`src/rtl/hvsync_decode_pkg.sv`:
```
// Shared types and constants for the hsync/vsync timing-recovery receiver.
package hvsync_decode_pkg;

  // Default width of every counter and measurement output.
  localparam int unsigned DefaultW = 12;

  // Reference 480x272 panel geometry.
  localparam int unsigned PanelHTotal  = 544;
  localparam int unsigned PanelHActive = 480;
  localparam int unsigned PanelVTotal  = 314;
  localparam int unsigned PanelVActive = 272;

  typedef enum logic [1:0] {
    StSearch,
    StMeasure,
    StLocked
  } state_e;

endpackage

```
`src/rtl/hvsync_decode_if.sv`:
```
// Video timing input and recovered coordinate/geometry outputs.
interface hvsync_decode_if
  import hvsync_decode_pkg::*;
#(
  parameter int unsigned W = DefaultW
) ();

  logic         hsync_in;
  logic         vsync_in;
  logic         de_in;
  logic         de_out;
  logic [W-1:0] hpos;
  logic [W-1:0] vpos;
  logic         newline;
  logic         newframe;
  logic [W-1:0] h_total;
  logic [W-1:0] h_active;
  logic [W-1:0] v_total;
  logic [W-1:0] v_active;
  logic         locked;
  logic         lost;

  // Source side: drives the raw timing, observes recovered results.
  modport master (
    output hsync_in, vsync_in, de_in,
    input  de_out, hpos, vpos, newline, newframe,
    input  h_total, h_active, v_total, v_active, locked, lost
  );

  // Decoder side.
  modport slave (
    input  hsync_in, vsync_in, de_in,
    output de_out, hpos, vpos, newline, newframe,
    output h_total, h_active, v_total, v_active, locked, lost
  );

endinterface

```
`src/rtl/hvsync_decode_sync_edge.sv`:
```
// Registers a sync input, normalises it to active-high and flags its leading edge.
module hvsync_decode_sync_edge #(
  parameter bit POL = 1'b1
) (
  input  logic pclk,
  input  logic reset,
  input  logic sync_in,
  output logic lead
);

  logic s1_q;
  logic prev_q;

  // Input sample plus one-cycle history for edge detection.
  always_ff @(posedge pclk) begin
    if (reset) begin
      s1_q   <= 1'b0;
      prev_q <= 1'b0;
    end else begin
      s1_q   <= sync_in ^ ~POL;
      prev_q <= s1_q;
    end
  end

  assign lead = s1_q & ~prev_q;

endmodule

```
`src/rtl/hvsync_decode.sv`:
```
// Recovers active-area coordinates from hsync/vsync/DE, measures geometry and tracks lock.
module hvsync_decode
  import hvsync_decode_pkg::*;
#(
  parameter int unsigned W           = DefaultW,
  parameter bit          HS_POL      = 1'b1,
  parameter bit          VS_POL      = 1'b1,
  parameter int unsigned LOCK_FRAMES = 2
) (
  input logic            pclk,
  input logic            reset,
  hvsync_decode_if.slave vid
);

  localparam logic [W-1:0] CntMax     = '1;
  localparam logic [3:0]   LockTarget = 4'(LOCK_FRAMES);

  function automatic logic [W-1:0] sat_inc(input logic [W-1:0] v);
    return (v == CntMax) ? v : v + W'(1);
  endfunction

  logic hs_lead, vs_lead;
  logic de_s1_q;

  hvsync_decode_sync_edge #(.POL(HS_POL)) u_hs_edge (
    .pclk    (pclk),
    .reset   (reset),
    .sync_in (vid.hsync_in),
    .lead    (hs_lead)
  );

  hvsync_decode_sync_edge #(.POL(VS_POL)) u_vs_edge (
    .pclk    (pclk),
    .reset   (reset),
    .sync_in (vid.vsync_in),
    .lead    (vs_lead)
  );

  // DE sampled alongside the sync inputs so all three stay aligned.
  always_ff @(posedge pclk) begin
    if (reset) de_s1_q <= 1'b0;
    else       de_s1_q <= vid.de_in;
  end

  // ---------------- Coordinate path ----------------
  logic         h_first_q, v_first_q;
  logic         de_out_q, newline_q, newframe_q;
  logic [W-1:0] hpos_q, vpos_q;
  logic         h_start, v_start;

  // A pending sync edge marks the next DE cycle as the start of a line/frame.
  assign h_start = h_first_q | hs_lead;
  assign v_start = v_first_q | vs_lead;

  // Coordinates advance only on DE cycles and hold outside the active area.
  always_ff @(posedge pclk) begin
    if (reset) begin
      h_first_q  <= 1'b0;
      v_first_q  <= 1'b0;
      de_out_q   <= 1'b0;
      newline_q  <= 1'b0;
      newframe_q <= 1'b0;
      hpos_q     <= '0;
      vpos_q     <= '0;
    end else begin
      de_out_q   <= de_s1_q;
      newline_q  <= de_s1_q & h_start;
      newframe_q <= de_s1_q & h_start & v_start;
      h_first_q  <= de_s1_q ? 1'b0 : h_start;
      v_first_q  <= (de_s1_q && h_start) ? 1'b0 : v_start;
      if (de_s1_q) begin
        hpos_q <= h_start ? '0 : sat_inc(hpos_q);
        if (h_start) vpos_q <= v_start ? '0 : sat_inc(vpos_q);
      end
    end
  end

  // ---------------- Measurement ----------------
  logic [W-1:0] hcnt_q, hcnt_d, dcnt_q, dcnt_d;
  logic [W-1:0] line_len_q, line_len_d, line_act_q, line_act_d;
  logic [W-1:0] lcnt_q, lcnt_d, acnt_q, acnt_d, lcnt_fin, acnt_fin;
  logic [W-1:0] h_total_q, h_active_q, v_total_q, v_active_q;
  logic         line_had_de, publish;

  // A coincident hsync edge is folded into the frame that vsync is closing.
  always_comb begin
    line_had_de = (dcnt_q != '0);
    hcnt_d      = hs_lead ? '0 : sat_inc(hcnt_q);
    line_len_d  = hs_lead ? sat_inc(hcnt_q) : line_len_q;
    line_act_d  = (hs_lead && line_had_de) ? dcnt_q : line_act_q;
    if (hs_lead)      dcnt_d = de_s1_q ? W'(1) : '0;
    else if (de_s1_q) dcnt_d = sat_inc(dcnt_q);
    else              dcnt_d = dcnt_q;
    lcnt_fin = hs_lead ? sat_inc(lcnt_q) : lcnt_q;
    acnt_fin = (hs_lead && line_had_de) ? sat_inc(acnt_q) : acnt_q;
    lcnt_d   = vs_lead ? '0 : lcnt_fin;
    acnt_d   = vs_lead ? '0 : acnt_fin;
  end

  // Running counters plus the published frame geometry.
  always_ff @(posedge pclk) begin
    if (reset) begin
      hcnt_q     <= '0;
      dcnt_q     <= '0;
      line_len_q <= '0;
      line_act_q <= '0;
      lcnt_q     <= '0;
      acnt_q     <= '0;
      h_total_q  <= '0;
      h_active_q <= '0;
      v_total_q  <= '0;
      v_active_q <= '0;
    end else begin
      hcnt_q     <= hcnt_d;
      dcnt_q     <= dcnt_d;
      line_len_q <= line_len_d;
      line_act_q <= line_act_d;
      lcnt_q     <= lcnt_d;
      acnt_q     <= acnt_d;
      if (publish) begin
        h_total_q  <= line_len_d;
        h_active_q <= line_act_d;
        v_total_q  <= lcnt_fin;
        v_active_q <= acnt_fin;
      end
    end
  end

  // ---------------- Lock FSM ----------------
  state_e     state_q, state_d;
  logic [3:0] match_cnt_q, match_cnt_d, match_inc;
  logic       prev_valid_q, prev_valid_d;
  logic       lost_q, lost_d;
  logic       set_equal, wdog;

  // Next state, match counting and lost pulse; the watchdog overrides everything.
  always_comb begin
    state_d      = state_q;
    match_cnt_d  = match_cnt_q;
    prev_valid_d = prev_valid_q;
    lost_d       = 1'b0;
    publish      = 1'b0;
    match_inc    = match_cnt_q + 4'd1;
    set_equal    = prev_valid_q && (line_len_d == h_total_q) && (line_act_d == h_active_q) &&
                   (lcnt_fin == v_total_q) && (acnt_fin == v_active_q);
    wdog         = (hcnt_q == CntMax) || (lcnt_q == CntMax);
    unique case (state_q)
      StSearch: begin
        if (vs_lead) begin
          state_d      = StMeasure;
          match_cnt_d  = '0;
          prev_valid_d = 1'b0;
        end
      end
      StMeasure: begin
        if (vs_lead) begin
          publish      = 1'b1;
          prev_valid_d = 1'b1;
          if (set_equal) begin
            match_cnt_d = match_inc;
            if (match_inc >= LockTarget) state_d = StLocked;
          end else begin
            match_cnt_d = '0;
          end
        end
      end
      StLocked: begin
        if (vs_lead) begin
          publish = 1'b1;
          if (!set_equal) begin
            state_d = StSearch;
            lost_d  = 1'b1;
          end
        end
      end
      default: state_d = StSearch;
    endcase
    if (wdog) begin
      state_d = StSearch;
      lost_d  = (state_q == StLocked);
    end
  end

  // FSM state register.
  always_ff @(posedge pclk) begin
    if (reset) begin
      state_q      <= StSearch;
      match_cnt_q  <= '0;
      prev_valid_q <= 1'b0;
      lost_q       <= 1'b0;
    end else begin
      state_q      <= state_d;
      match_cnt_q  <= match_cnt_d;
      prev_valid_q <= prev_valid_d;
      lost_q       <= lost_d;
    end
  end

  assign vid.de_out   = de_out_q;
  assign vid.hpos     = hpos_q;
  assign vid.vpos     = vpos_q;
  assign vid.newline  = newline_q;
  assign vid.newframe = newframe_q;
  assign vid.h_total  = h_total_q;
  assign vid.h_active = h_active_q;
  assign vid.v_total  = v_total_q;
  assign vid.v_active = v_active_q;
  assign vid.locked   = (state_q == StLocked);
  assign vid.lost     = lost_q;

endmodule

```
`src/flat_wrapper.sv`:
```
// flat-port wrapper written by rule: the top's interface ports become plain ports
module hvsync_decode_flat import hvsync_decode_pkg::*;
#(
  parameter int unsigned W           = DefaultW,
  parameter bit          HS_POL      = 1'b1,
  parameter bit          VS_POL      = 1'b1,
  parameter int unsigned LOCK_FRAMES = 2
)
  (pclk, reset, vid_hsync_in, vid_vsync_in, vid_de_in, vid_de_out, vid_hpos, vid_vpos, vid_newline, vid_newframe, vid_h_total, vid_h_active, vid_v_total, vid_v_active, vid_locked, vid_lost);
  hvsync_decode_if #(.W(W)) vid_i ();
  input logic pclk;
  input logic reset;
  input wire logic [$bits(vid_i.hsync_in)-1:0] vid_hsync_in;
  input wire logic [$bits(vid_i.vsync_in)-1:0] vid_vsync_in;
  input wire logic [$bits(vid_i.de_in)-1:0] vid_de_in;
  output wire logic [$bits(vid_i.de_out)-1:0] vid_de_out;
  output wire logic [$bits(vid_i.hpos)-1:0] vid_hpos;
  output wire logic [$bits(vid_i.vpos)-1:0] vid_vpos;
  output wire logic [$bits(vid_i.newline)-1:0] vid_newline;
  output wire logic [$bits(vid_i.newframe)-1:0] vid_newframe;
  output wire logic [$bits(vid_i.h_total)-1:0] vid_h_total;
  output wire logic [$bits(vid_i.h_active)-1:0] vid_h_active;
  output wire logic [$bits(vid_i.v_total)-1:0] vid_v_total;
  output wire logic [$bits(vid_i.v_active)-1:0] vid_v_active;
  output wire logic [$bits(vid_i.locked)-1:0] vid_locked;
  output wire logic [$bits(vid_i.lost)-1:0] vid_lost;
  assign vid_i.hsync_in = vid_hsync_in;
  assign vid_i.vsync_in = vid_vsync_in;
  assign vid_i.de_in = vid_de_in;
  assign vid_de_out = vid_i.de_out;
  assign vid_hpos = vid_i.hpos;
  assign vid_vpos = vid_i.vpos;
  assign vid_newline = vid_i.newline;
  assign vid_newframe = vid_i.newframe;
  assign vid_h_total = vid_i.h_total;
  assign vid_h_active = vid_i.h_active;
  assign vid_v_total = vid_i.v_total;
  assign vid_v_active = vid_i.v_active;
  assign vid_locked = vid_i.locked;
  assign vid_lost = vid_i.lost;
  hvsync_decode #(.W(W), .HS_POL(HS_POL), .VS_POL(VS_POL), .LOCK_FRAMES(LOCK_FRAMES)) u_core (.pclk(pclk), .reset(reset), .vid(vid_i));
endmodule
```
`config.mk`:
```
export PLATFORM = sky130hd
export DESIGN_NAME = hvsync_decode_flat
export DESIGN_NICKNAME = d
export VERILOG_FILES = /design/src/rtl/hvsync_decode_pkg.sv /design/src/rtl/hvsync_decode_if.sv /design/src/rtl/hvsync_decode_sync_edge.sv /design/src/rtl/hvsync_decode.sv /design/src/flat_wrapper.sv
export SDC_FILE = /design/constraint.sdc
export NUM_CORES = 1
export LEC_CHECK = 0
export CORE_MARGIN = 2
export CORE_UTILIZATION = 25
export CTS_CLUSTER_SIZE = 40
export DETAILED_ROUTE_END_ITERATION = 7
export GPL_TIMING_DRIVEN = 0
export PLACE_DENSITY = 0.53
export SYNTH_ARGS = -nofsm -noshare
export SYNTH_HDL_FRONTEND = slang
export SYNTH_SLANG_ARGS = --single-unit
export TNS_END_PERCENT = 1
```
`constraint.sdc`:
```
create_clock -name pclk -period 6.5 [get_ports pclk]
set_input_delay 1.95 -clock pclk [delete_from_list [all_inputs] [get_ports pclk]]
set_output_delay 1.95 -clock pclk [all_outputs]
set_load 0.1 [all_outputs]
```
## Yosys cells after proc, flatten, opt, wreduce, memory -nomap -nowiden

Cells that the tools add are included.

| storage, ports and cells | value |
|---|---|
| flip-flop bits (word level) | 162 |
| input bits | 5 |
| output and inout bits | 77 |
| word-level logic and storage cells | 120 |

| operators by class | value |
|---|---|
| $add $sub $neg | 7 |
| $lt $le $gt $ge | 1 |
| equality and inequality tests | 21 |
| muxes and demuxes | 35 |
| bitwise operators | 8 |
| reduce and logical (&&, ||, !) cells | 22 |

Operators with widths:

| kind | count |
|---|---|
| two-way mux 12 bit | 14 |
| adder 12 x 1 -> 12 bit, second input constant | 6 |
| == test 12 bit, second input constant | 6 |
| == test 12 bit | 4 |
| != test 2 x 1 -> 1 bit, second input constant | 8 |
| two-way mux 2 bit | 6 |
| two-way mux 4 bit | 3 |
| nonzero test 12 bit | 1 |
| OR reduction 2 bit | 6 |
| two-way mux 1 bit | 9 |
| one-hot mux 4 bit (2 select lines) | 1 |
| logical AND 1 bit | 6 |
| one-hot mux 2 bit (3 select lines) | 1 |
| AND reduction 3 bit | 2 |
| AND reduction 6 bit | 1 |
| adder 4 x 1 -> 4 bit, second input constant | 1 |
| bitwise AND 1 bit | 4 |
| >= comparator 4 x 2 -> 1 bit, second input constant | 1 |
| AND reduction 2 bit | 2 |
| nonzero test 2 bit | 2 |
| == test 2 x 1 -> 1 bit, second input constant | 1 |
| == test 2 bit, second input constant | 1 |
| zero test 2 bit | 1 |
| != test 2 bit, second input constant | 1 |
| other kinds (4) | 6 |

## Depth between registers and ports, before layout

| logic depth | value |
|---|---|
| depth in word-level cells | 12 |
| gate-level depth with buffers | 14 |
| depth with buffers taken out | 12 |

## Cells and area by module

Synthesis repeated with hierarchy kept, for this count alone.

| second synthesis, totals | value |
|---|---|
| cells, all modules | 952 |
| area, all modules | 8,060.2 um^2 |

Modules (own cells, without submodules):

| module | instances | cells an instance | area each (um^2) | seq. area each (um^2) |
|---|---|---|---|---|
| hvsync_decode | 1 | 942 | 7,937.6 | 3,163.0 |
| hvsync_decode_sync_edge | 2 | 5 | 61.3 | 40.0 |

## Least setup slack after synthesis

No wires, ideal clock.

| path | value |
|---|---|
| path type | reg-to-reg |
| from | register u_core.dcnt_q[0] |
| to | register u_core.state_q[0] |
| arrival time | 3.301 ns |
| required time | 6.375 ns |
| setup slack | 3.074 ns |
| cell stages (with the launch flop) | 14 |
| path buffers | 1 |
| period minus slack after synthesis | 3.426 ns |
| cells stage by stage | dfxtp_1 -> inv_1 -> ha_1 -> or4b_1 -> o41ai_4 -> buf_4 -> mux2i_1 -> xnor2_1 -> a2111oi_0 -> nand4_1 -> nor4_4 -> nor4b_2 -> o21ba_2 -> a211oi_1 |

| between the ends | value |
|---|---|
| cells in the longest elaborated chain, start to end | 9 |
| elaborated cells between the ends (all ways) | 12 |
| those cells by class | 4 x eq/ne; 2 x mux; 6 x reduce/logical |

Ends and longest elaborated chain:

| element | RTL line | source |
|---|---|---|
| from (decl) | hvsync_decode.sv:79 | `logic [W-1:0] hcnt_q, hcnt_d, dcnt_q, dcnt_d;` |
| from (signal assigned) | hvsync_decode.sv:115 | `dcnt_q <= dcnt_d;` |
| nonzero test 12 bit | hvsync_decode.sv:87 | `line_had_de = (dcnt_q != '0);` |
| logical AND 1 bit | hvsync_decode.sv:90, hvsync_decode.sv:95 |  |
| two-way mux 12 bit | hvsync_decode.sv:90 | `line_act_d = (hs_lead && line_had_de) ? dcnt_q : line_act_q;` |
| == test 12 bit | hvsync_decode.sv:144 | `set_equal = prev_valid_q && (line_len_d == h_total_q) && (line_act_d == h_active_q) &&` |
| logical AND 1 bit (2 in a row) | hvsync_decode.sv:144 |  |
| logical AND 1 bit (*) | hvsync_decode.sv:145 | `(lcnt_fin == v_total_q) && (acnt_fin == v_active_q);` |
| != test 2 x 1 -> 1 bit (no line) or != test 2 bit (tied branches) | n/a |  |
| AND reduction 6 bit (no line) (*) | n/a |  |
| to (signal assigned) | hvsync_decode.sv:187 | `state_q <= StSearch;` |
| to (signal assigned) | hvsync_decode.sv:192 | `state_q <= state_d;` |
| to (decl) | hvsync_decode.sv:130 | `state_e state_q, state_d;` |

Every way passes the cells marked *; elsewhere a longest branch is shown, timed or not.
A chain may end at the register's enable or synchronous reset.

## Worst setup path in the final report

| path | value |
|---|---|
| from | register u_core.u_hs_edge.s1_q |
| to | register u_core.state_q[0] |

| between the ends | value |
|---|---|
| cells in the longest elaborated chain, start to end | 9 |
| elaborated cells between the ends (all ways) | 17 |
| those cells by class | 6 x eq/ne; 4 x mux; 1 x bitwise; 6 x reduce/logical |

Ends and longest elaborated chain:

| element | RTL line | source |
|---|---|---|
| from (decl) | hvsync_decode_sync_edge.sv:11 | `logic s1_q;` |
| from (signal assigned) | hvsync_decode_sync_edge.sv:20 | `s1_q <= sync_in ^ ~POL;` |
| bitwise AND 1 bit (*) | hvsync_decode_sync_edge.sv:25 | `assign lead = s1_q & ~prev_q;` |
| two-way mux 12 bit or logical AND 1 bit (tied branches) | hvsync_decode.sv:89, hvsync_decode.sv:90, hvsync_decode.sv:95 |  |
| == test 12 bit or two-way mux 12 bit (tied branches) | hvsync_decode.sv:144, hvsync_decode.sv:90 |  |
| logical AND 1 bit or == test 12 bit (tied branches) | hvsync_decode.sv:144 |  |
| logical AND 1 bit (2 in a row) | hvsync_decode.sv:144 |  |
| logical AND 1 bit (*) | hvsync_decode.sv:145 |  |
| != test 2 x 1 -> 1 bit (no line) or != test 2 bit (tied branches) | n/a |  |
| AND reduction 6 bit (no line) (*) | n/a |  |

Marks and branches as above.

==> qor.txt <==
Run status -> finished clean
Fmax -> 0.205 GHz
Tcrit/Tclk final -> 75.0%
CTS tree -> done
Dpl ws -> 1.68 ns
Final worst-path setup slack -> 1.63 ns
Top_reg_cell synth -> dfxtp_1
Gpl congestion -> 0.936
Core area -> 0.0327 sq mm
Mapped cell area -> 0.00836 sq mm
Std-Cell Rows -> 66
Share of cells above drive strength 1 -> 4.76%
PD cells -> 225 mW/mm^2
Post-CTS setup buffer count -> 0
Drt pass-1 iters -> 7
DP Wirelength -> 21700 um
Switch share -> 29.9%
M3 GR Usage -> 3.51%
Final setup fails -> 0
Post-Route WL -> 29400 um
Area growth, synth to finish -> 23.5%
Worst IR drop on VDD -> 185 uV
# Max-Cap Violations -> 0
Seq/Total Area, Yosys -> 38.8%
Final Cell Area -> 0.0103 sq mm
N_diodes -> 0
Vias in the first global route -> 7570
Placed cell areas -> 0.00971 sq mm
LEAKAGE -> 3.42 nW
Clock-pin slew on the worst setup and hold paths -> 0.08 ns
Clock skew -> 0.0142 ns
Drt wl/cell -> 18.6 um
DRC violations left -> 0
Largest net degree at the start of global routing -> 19
Worst skew pair latency -> 0.44 ns
Int Pwr -> 1.63 mW
RSZ-0062 raised after global routing -> false
CTS Hold Buffers Added -> 0
First-pass GRT wire length -> 45000 um
Routed Antenna Nets -> 0
Commonest cells after routing, fill and taps aside -> nor2_1 (183), dfxtp_1 (162), clkdlybuf4s50_1 (80)
Register share of total power -> 44.4%
Warnings from Yosys -> 0
Starting Density -> 25.6%
Number of synthesized flops with an enable pin -> 0
Fin cells -> 1577
Clock power share -> 45.7%
Max-slew violations -> 0
CP max FO -> 10
TNS Setup -> 0 ns
Sink Count -> 162
Setup crit end kind -> flop
Headroom to the max-slew limit -> 26.7%
Max Buffers Root-to-Sink -> 2
Cts repair resizes -> 0
CP startpoint kind -> flop
Grt total ovfl -> 0
Combinational cell fraction of total power -> 9.9%
Slew of the pin with the lowest slew margin -> 1.09 ns
Syn_area_per_cell -> 8.17 sq um
Met2 Resource Use GR -> 26.5%
Ranking of synthesized cells by area -> dfxtp_1 (39%), nor2_1 (8.2%), xnor2_1 (4.4%)
GR Layer Usage met1 -> 22.3%
Final core occ -> 31.6%
Port buffer count -> 80
Die area -> 0.0349 sq mm
Required @ worst endpoint -> 6.83 ns
HP Class -> reg -> reg
Final critical-path required period -> 4.87 ns
Via-to-Cell Ratio -> 5.09
Vias -> 8034
Sw Pwr -> 0.692 mW
GRT busiest layer -> met2
Largest area contributor in the netlist -> dfxtp_1
Commonest non-fill, non-tap cell in the layout -> nor2_1
Fin. Hold Viols -> 0
Root Buffer -> clkbuf_16
Htree depth -> 4
Top cell type's share of synthesized area -> 38.8%
I/O pins -> 82
Initial DRC count -> 731
Async S/R FF share, synth -> 0%
Data arrival time of the critical path -> 5.20 ns
Syn Inst Count -> 1023
Syn_nets -> 1040
Cts bufs inserted -> 17
Distinct cells, synth -> 77
Final Net Count -> 1139
Crit path kind -> reg -> reg
Placed cells -> 1545
Antenna violations before repair -> 0
GRT Total Usage -> 16.6%
Synth Register Bits -> 162
Die width -> 187 um
Vert. Die Dim -> 187 um
R2R setup slack -> 1.63 ns
[Yosys cell counts (20+ instances only)]
master      n
nor2_1    183
dfxtp_1   162
nand2_1    57
clkbuf_1   51
a211oi_1   44
nand3_1    42
xnor2_1    42
a21oi_1    40
o21ai_0    29
xor2_1     28
nor3_1     27
nor2b_1    26
nand4_1    25
inv_1      21
and3_1     20
nor4_1     20
[cells by family (layout without fill, tap and decap cells)]
kind of cell	after synthesis	count (layout)	synth area share (%)
AOI/OAI and AO/OA	197	197	16.6
xor gates and xnor gates	71	71	7.60
adders and majority gates	12	12	1.80
buffers and inverters	83	195	3.94
DFF	162	162	38.8
muxes	19	19	2.29
and+or+nand+nor	479	479	29.0
[flip-flops by register name (all words and copies together) (netlist names), 2 cells and up]
| signal | count |
|---|---|
| u_core.lcnt_q | 12 |
| u_core.vid.v_total | 12 |
| u_core.vid.v_active | 12 |
| u_core.match_cnt_q | 4 |
| u_core.dcnt_q | 12 |
| u_core.vid.hpos | 12 |
| u_core.hcnt_q | 12 |
| u_core.vid.h_total | 12 |
| u_core.acnt_q | 12 |
| u_core.state_q | 2 |
| u_core.vid.h_active | 12 |
| u_core.line_len_q | 12 |
| u_core.vid.vpos | 12 |
| u_core.line_act_q | 12 |
[worst max-delay path, stage by stage, from the launching register on]
cell	delay (ns)
dfxtp_1	0.61
nor2b_1	0.50
clkbuf_1	0.55
clkbuf_1	0.48
buf_1	0.51
a31oi_1	0.28
xnor2_1	0.21
nor3_1	0.32
nand4_1	0.24
nor4_4	0.48
nor4b_2	0.36
o21ba_2	0.17
a211oi_1	0.04
[cell type report]
cell class / count / area (sq um)
fillers: 3555 / 22400
multi-input cells: 778 / 4790
flip-flops and latches: 162 / 3240
repair buffers: 80 / 801
well taps: 442 / 553
clock buffers: 17 / 425
plain buffers: 62 / 250
clock inverters: 15 / 186
inverters: 21 / 78.8
[metrics by stage]
stage | hold WS [ns] | power [mW]
finish | 0.479 | 2.32
global route | 0.502 | 2.39
CTS | 0.479 | 2.34
detailed placement | 0.468 | 1.28
global placement | 0.458 | 1.28
floorplan | 0.444 | 1.20
[power groups by stage]
stage / Clock (mW) / Sequential (mW) / Combinational (mW)
6_report: 1.06 / 1.03 / 0.230
3_5_place_dp: 0 / 1.05 / 0.228
4_1_cts: 1.08 / 1.03 / 0.229
3_3_place_gp: 0 / 1.05 / 0.227
5_1_grt: 1.12 / 1.03 / 0.245
2_1_floorplan: 0 / 1.10 / 0.101
[per-layer routing]
layer / part of all wire, % / vias up
li1: - / 3877
met1: 46 / 3818
met2: 45 / 311
met3: 7.0 / 28
met4: 2.1 / 0
met5: 0 / -
[worst paths after layout]
check                                     start                                 end  depth (start not counted)
max reg2reg    u_core.u_hs_edge.s1_q$_SDFF_PP0_      u_core.state_q[0]$_SDFFE_PP0P_                         12
max            u_core.u_hs_edge.s1_q$_SDFF_PP0_      u_core.state_q[0]$_SDFFE_PP0P_                         12
min          u_core.match_cnt_q[3]$_SDFFE_PP0P_  u_core.match_cnt_q[3]$_SDFFE_PP0P_                          2
min reg2reg  u_core.match_cnt_q[3]$_SDFFE_PP0P_  u_core.match_cnt_q[3]$_SDFFE_PP0P_                          2
Note: power is estimated with default switching activity, not from simulation.
